**config.mk**
```make
export PLATFORM = sky130hd
export DESIGN_NAME = mmio_periph
export DESIGN_NICKNAME = d
export VERILOG_FILES = /design/src/rtl/mmio_periph_pkg.sv /design/src/rtl/mmio_periph_sw_debounce.sv /design/src/rtl/mmio_periph.sv
export SDC_FILE = /design/constraint.sdc
export NUM_CORES = 1
export LEC_CHECK = 0
export CAP_MARGIN = 5
export CELL_PAD_IN_SITES_DETAIL_PLACEMENT = 1
export CELL_PAD_IN_SITES_GLOBAL_PLACEMENT = 2
export CORE_MARGIN = 2
export CORE_UTILIZATION = 34
export DETAILED_ROUTE_END_ITERATION = 10
export PLACE_DENSITY_LB_ADDON = 0.12
export SLEW_MARGIN = 10
export SYNTH_ARGS = -nofsm -noshare
export SYNTH_HDL_FRONTEND = slang
export SYNTH_SLANG_ARGS = --single-unit
```
**constraint.sdc**
```tcl
create_clock -name clk -period 7.2 [get_ports clk]
set_input_delay 1.44 -clock clk [delete_from_list [all_inputs] [get_ports clk]]
set_output_delay 1.44 -clock clk [all_outputs]
set_load 0.05 [all_outputs]
```
**src/rtl/mmio_periph_pkg.sv**
```systemverilog
// Shared register map, bus width and control-register layout for the mmio_periph peripheral.
package mmio_periph_pkg;

    localparam int REG_BUS = 32;

    // Byte offsets within the 256-byte window; addr[1:0] is masked before decode
    localparam logic [7:0] MMIO_LED  = 8'h00;
    localparam logic [7:0] MMIO_SW   = 8'h04;
    localparam logic [7:0] MMIO_CNT  = 8'h08;
    localparam logic [7:0] MMIO_CMP  = 8'h0C;
    localparam logic [7:0] MMIO_CTRL = 8'h10;
    localparam logic [7:0] MMIO_STAT = 8'h14;

    localparam int CTRL_EN      = 0;
    localparam int CTRL_AUTOCLR = 1;
    localparam int CTRL_IRQEN   = 2;

    typedef struct packed {
        logic irqen;
        logic autoclr;
        logic en;
    } ctrl_t;

    function automatic ctrl_t unpack_ctrl(input logic [REG_BUS-1:0] word);
        ctrl_t c;
        c.en      = word[CTRL_EN];
        c.autoclr = word[CTRL_AUTOCLR];
        c.irqen   = word[CTRL_IRQEN];
        return c;
    endfunction

endpackage

```
**src/rtl/mmio_periph_sw_debounce.sv**
```systemverilog
// Switch input conditioning: 2-flop synchronizer, plus a stability filter when MMIO_DEBOUNCE_EN is defined.
module sw_debounce #(
    parameter int WIDTH           = 12,
    parameter int DEBOUNCE_CYCLES = 16
) (
    input  logic             clk,
    input  logic             rst,
    input  logic [WIDTH-1:0] switch_on,
    output logic [WIDTH-1:0] sw_q
);

    logic [WIDTH-1:0] sync_1;
    logic [WIDTH-1:0] sw_sync;

    always_ff @(posedge clk or posedge rst) begin
        if (rst) begin
            sync_1  <= '0;
            sw_sync <= '0;
        end else begin
            sync_1  <= switch_on;
            sw_sync <= sync_1;
        end
    end

`ifdef MMIO_DEBOUNCE_EN
    localparam int CW = $clog2(DEBOUNCE_CYCLES + 1);

    logic [WIDTH-1:0] sw_last;
    logic [CW-1:0]    db_cnt;

    // A fresh value counts as its first stable cycle, so sw_q follows
    // DEBOUNCE_CYCLES edges after sw_sync settles.
    always_ff @(posedge clk or posedge rst) begin
        if (rst) begin
            sw_last <= '0;
            sw_q    <= '0;
            db_cnt  <= '0;
        end else begin
            sw_last <= sw_sync;
            if (sw_sync == sw_q) begin
                db_cnt <= '0;
            end else if (sw_sync != sw_last) begin
                db_cnt <= CW'(1);
            end else if (db_cnt >= CW'(DEBOUNCE_CYCLES - 1)) begin
                sw_q   <= sw_sync;
                db_cnt <= '0;
            end else begin
                db_cnt <= db_cnt + 1'b1;
            end
        end
    end
`else
    assign sw_q = sw_sync;
`endif

endmodule

```
**src/rtl/mmio_periph.sv**
```systemverilog
// Memory-mapped LED/switch/compare-timer responder on the data-memory bus.
// Optional switch debounce filter is enabled by defining MMIO_DEBOUNCE_EN.
module mmio_periph
    import mmio_periph_pkg::*;
#(
    parameter logic [31:0] BASE_ADDR       = 32'h1000_0000,
    parameter int          DEBOUNCE_CYCLES = 16
) (
    input  logic               clk,
    input  logic               rst,
    input  logic               ce,
    input  logic               we,
    input  logic [REG_BUS-1:0] addr,
    input  logic [REG_BUS-1:0] data_i,
    output logic [REG_BUS-1:0] data_o,
    output logic               hit_o,
    input  logic [11:0]        switch_on,
    output logic [REG_BUS-1:0] led_out,
    output logic               irq_o
);

    logic [7:0]         offset;
    logic               wr;
    logic               rd;
    logic [REG_BUS-1:0] cnt;
    logic [REG_BUS-1:0] cmp;
    ctrl_t              ctrl;
    logic               match;
    logic               match_now;
    logic [11:0]        sw_q;

    assign hit_o  = ce && (addr[31:8] == BASE_ADDR[31:8]);
    assign offset = addr[7:0] & 8'hFC;
    assign wr     = ce && we && hit_o;
    assign rd     = ce && !we && hit_o;

    sw_debounce #(
        .WIDTH          (12),
        .DEBOUNCE_CYCLES(DEBOUNCE_CYCLES)
    ) u_sw_debounce (
        .clk      (clk),
        .rst      (rst),
        .switch_on(switch_on),
        .sw_q     (sw_q)
    );

    always_ff @(posedge clk or posedge rst) begin
        if (rst) begin
            led_out <= '0;
            cmp     <= '0;
            ctrl    <= '0;
        end else if (wr) begin
            if (offset == MMIO_LED)  led_out <= data_i;
            if (offset == MMIO_CMP)  cmp     <= data_i;
            if (offset == MMIO_CTRL) ctrl    <= unpack_ctrl(data_i);
        end
    end

    assign match_now = ctrl.en && (cnt == cmp);

    // A bus write to CNT beats the timer's own increment/clear in the same cycle
    always_ff @(posedge clk or posedge rst) begin
        if (rst) begin
            cnt <= '0;
        end else if (wr && offset == MMIO_CNT) begin
            cnt <= data_i;
        end else if (ctrl.en) begin
            if (match_now && ctrl.autoclr) cnt <= '0;
            else                           cnt <= cnt + 1'b1;
        end
    end

    // Hardware match set wins over a simultaneous write-1-to-clear
    always_ff @(posedge clk or posedge rst) begin
        if (rst) begin
            match <= 1'b0;
        end else if (match_now) begin
            match <= 1'b1;
        end else if (wr && offset == MMIO_STAT && data_i[0]) begin
            match <= 1'b0;
        end
    end

    assign irq_o = match && ctrl.irqen;

    always_comb begin
        data_o = '0;
        if (rd) begin
            case (offset)
                MMIO_LED:  data_o = led_out;
                MMIO_SW:   data_o = {20'b0, sw_q};
                MMIO_CNT:  data_o = cnt;
                MMIO_CMP:  data_o = cmp;
                MMIO_CTRL: data_o = {29'b0, ctrl};
                MMIO_STAT: data_o = {31'b0, match};
                default:   data_o = '0;
            endcase
        end
    end

endmodule

```
==> Implementation_results.wiki <==
{| class="wikitable"
! Metric !! Value
|-
| Run status || finished clean
|-
| Final period demand of the worst path || between 6000 and 7000 ps
|-
| HPWL after DPL || between 15 and 20 mm
|-
| Compound-gate portion of the synthesized area || between 10% and 20%
|-
| Final nets || ~900
|-
| Area of the die || 21300 sq um
|-
| Type of the worst setup path || in2out
|-
| Adder-Cell Fraction of Synth Area || less than 1%
|-
| Antenna violations before repair || 0
|-
| Critical path required time || between 5000 and 6000 ps
|-
| Final Cell Area || ~9000 sq um
|-
| DRC viols || 0
|-
| DR iter-0 viols || about 310
|-
| Core box area || 19700 sq um
|-
| End point of the most critical hold path || u_sw_debounce.sw_q[2]
|-
| Largest net degree at the start of global routing || between 70 and 80
|-
| Clock buffers created by TritonCTS || 17
|-
| Main synth FF type || dfrtp_1
|-
| Setup violators final || 0
|-
| Cell count after synthesis || between 600 and 700
|-
| Height of the die || ~150 um
|-
| Critical Path Sink Type || output port
|-
| Simple logic cell fraction of the synthesized area || ~17%
|-
| Setup Fix Bufs, Post-CTS || 0
|-
| Clock tree root driver cell || clkbuf_16
|-
| XOR/XNOR Fraction of Synth Area || about 3.7%
|-
| Final hold violations || 0
|-
| Number of stages on the worst hold path || 0
|-
| Path class of the lowest-slack min-delay path || reg2reg
|-
| Per-instance average area after synthesis || roughly 9.8 sq um
|-
| Overflow left after global routing || 0
|-
| Source of the worst hold timing path || u_sw_debounce.sync_1[2]
|-
| Number of warnings reported in the yosys synthesis log || 0
|-
| Critical R2R Capture || cnt[22]
|-
| Synthesized Nets || a little under 800
|-
| Highest clock rate || 0.166 GHz
|-
| TritonCTS clock tree || done
|-
| First-pass GRT wire length || about 36 mm
|-
| Number of top-level pins || 146
|-
| Mean number of vias per cell || 5.46
|-
| Mux cell area share after synthesis || around 16%
|-
| Maximum clock skew at final layout || 17.3 ps
|-
| Unrepaired setup endpoints after global routing || false
|-
| Horizontal extent of the die || around 150 um
|-
| Number of synthesized flops with an enable pin || 0
|-
| Largest voltage drop on the vdd net || ~0.15 mV
|-
| Register-to-Register Path Depth || 7
|-
| First-pass DRT Iterations || 4
|-
| Floorplan row count || 51
|-
| # resized after CTS || 0
|-
| Tot GR Track Use || a little over a fifth
|-
| Count of input and output buffers || ~140
|-
| Worst r2r src || cnt[27]
|-
| Total of flip-flops plus latches after synthesis || approximately 120
|-
| Worst-skew pair later-pin latency || around 430 ps
|-
| Final antenna-violating net count || 0
|-
| Vias in the first global route || approximately 6500
|-
| Data arrival, critical path || between 4000 and 5000 ps
|-
| Final-layout setup total negative slack || 0 ps
|-
| Last weighted congestion value of the routability-driven placer || 0.809
|-
| Worst Max-Slew Pin Slew || 1060 ps
|-
| Commonest non-fill, non-tap cell in the layout || clkdlybuf4s50_1
|-
| Number of H-tree branching levels || 4
|-
| Fin. max-slew vios || 0
|-
| Setup slack on the worst flop-to-flop path || ~4300 ps
|-
| Layout cells sized above 1 || around 15%
|-
| Max FO, Critical Path || 20
|-
| Syn Std Cell Area || roughly 6900 sq um
|-
| Core utilization of the finished layout || a little under half
|-
| Average wire length per cell after detail routing || slightly above 20 um
|-
| Number of maximum-capacitance constraint violations || 0
|-
| Pwr per Cell Area || between 150 and 200 nW/um^2
|-
| Share of the yosys chip area belonging to registers || between 40% and 50%
|-
| Number of diodes || 0
|-
| Count of hold buffers inserted by post-cts repair || 0
|-
| Leakage Power || 3.63 nW
|-
| Effective utilization at floorplan || around a third
|-
| Placed instance area || about 8400 sq um
|-
| Largest family of logic cells by synthesized area || simple AND/OR/NAND/NOR gates
|-
| FFs w/ async S/R, synth || between 90% and 100%
|-
| Clock transition at the register clock pins on the worst setup and hold paths after CTS || ~60 ps
|-
| Max_slew headroom || between 20% and 30%
|-
| Relative area change from synthesis to final layout || 31.8%
|-
| Final clock period utilization by the worst path || a little over four fifths
|-
| Total via count after detailed routing || between 5000 and 6000
|-
| Maximum buffer depth of the clock tree || 2
|-
| Number of sinks handled by clock tree synthesis || 124
|-
| CP Launch Type || input pin
|-
| Total wirelength of the detailed-routed design || 22.6 mm
|-
| Count of distinct cell types in the synthesized netlist || 45
|-
| Most frequent cells in the layout || clkdlybuf4s50_1 (143), dfrtp_1 (124), mux2_2 (73)
|}
## how the worst max path moves through the flow
stage / start / slack [ps] / endpoint / depth (start not counted)
after detailed placement: addr[9] / 1080 / data_o[22] / 7
final: ce / 1180 / data_o[15] / 7
after global placement: addr[9] / 1260 / data_o[31] / 7
after global routing: ce / 910 / data_o[15] / 7
after CTS: addr[9] / 1080 / data_o[22] / 7
after floorplan: addr[5] / 2080 / data_o[0] / 6
## cell families (layout without fill, tap and decap cells)
group                    count (synthesis)  in the layout
AND/OR/NAND/NOR                        236            236
buffers and inverters                   61            192
multiplexers                           100            100
adder cells (fa/ha/maj)                  1              1
AO/OA/AOI/OAI                          145            145
flip-flops                             124            124
XOR/XNOR                                29             29
## cell type report
class,instances,area (sq um)
repair buffers,156,1530
fillers,2230,10600
clock inverters,14,158
multi-input cells,511,3470
inverters,4,17.5
well taps,265,332
flip-flops and latches,124,3100
clock buffers,18,429
## where the power goes
part / total, mW / switching [mW] / internal (mW)
Combinational: 0.0871 / 0.0419 / 0.0452
Sequential: 0.706 / 0.00189 / 0.704
Clock: 0.865 / 0.350 / 0.515
## registers in the layout, summed over array words and instances, names as in the netlist
signal	flops
u_sw_debounce.sync_1	12
ctrl	3
u_sw_debounce.sw_q	12
cnt	32
led_out	32
match	1
cmp	32
## cell usage after synthesis, types with 4 or more instances
cell	count	area (sq um)
a221oi_1	4	35.0
a21boi_0	5	37.5
nor3_1	10	50.1
dfrtp_1	124	3100
nand4_1	26	163
nor2_1	69	259
o31ai_1	5	37.5
buf_2	17	85.1
a21oi_1	35	175
mux2_2	73	822
xnor2_1	29	254
nand2b_1	8	50.1
nor4_1	9	56.3
buf_1	4	15.0
inv_1	4	15.0
mux2i_1	23	230
nand2_1	51	191
nand3_1	26	130
a22oi_1	45	338
and3_1	12	75.1
o21ai_0	39	195
and4_1	4	35.0
mux2_1	4	45.0
a31oi_1	5	31.3
clkbuf_1	28	105
a311oi_1	5	43.8
## worst max-delay path, stage by stage
cell,delay (ps)
clkdlybuf4s50_1,460
nor4b_1,280
nand4_1,190
nor3_1,430
nand2_1,630
nor2_1,290
clkdlybuf4s50_1,830
## per-stage QoR
step	setup slack, ps	instances	total power [mW]	hold slack [ps]
floorplan	2080	696	0.744	331
global route	907	1092	1.71	355
global placement	1260	1060	0.804	333
finish	1180	1092	1.66	349
CTS	1080	1092	1.68	352
detailed placement	1080	1060	0.807	338
## metal layers
| metal | vias to the layer above | routed length [um] | global-route usage, % |
|---|---|---|---|
| met5 | - | 0 | 0 |
| met2 | 115 | 11800 | 38.1 |
| met3 | 24 | 643 | 3.82 |
| met1 | 3059 | 9760 | 27.1 |
| met4 | 0 | 342 | 6.41 |
| li1 | 2766 | - | - |
Note: power is estimated with default switching activity, not from simulation.
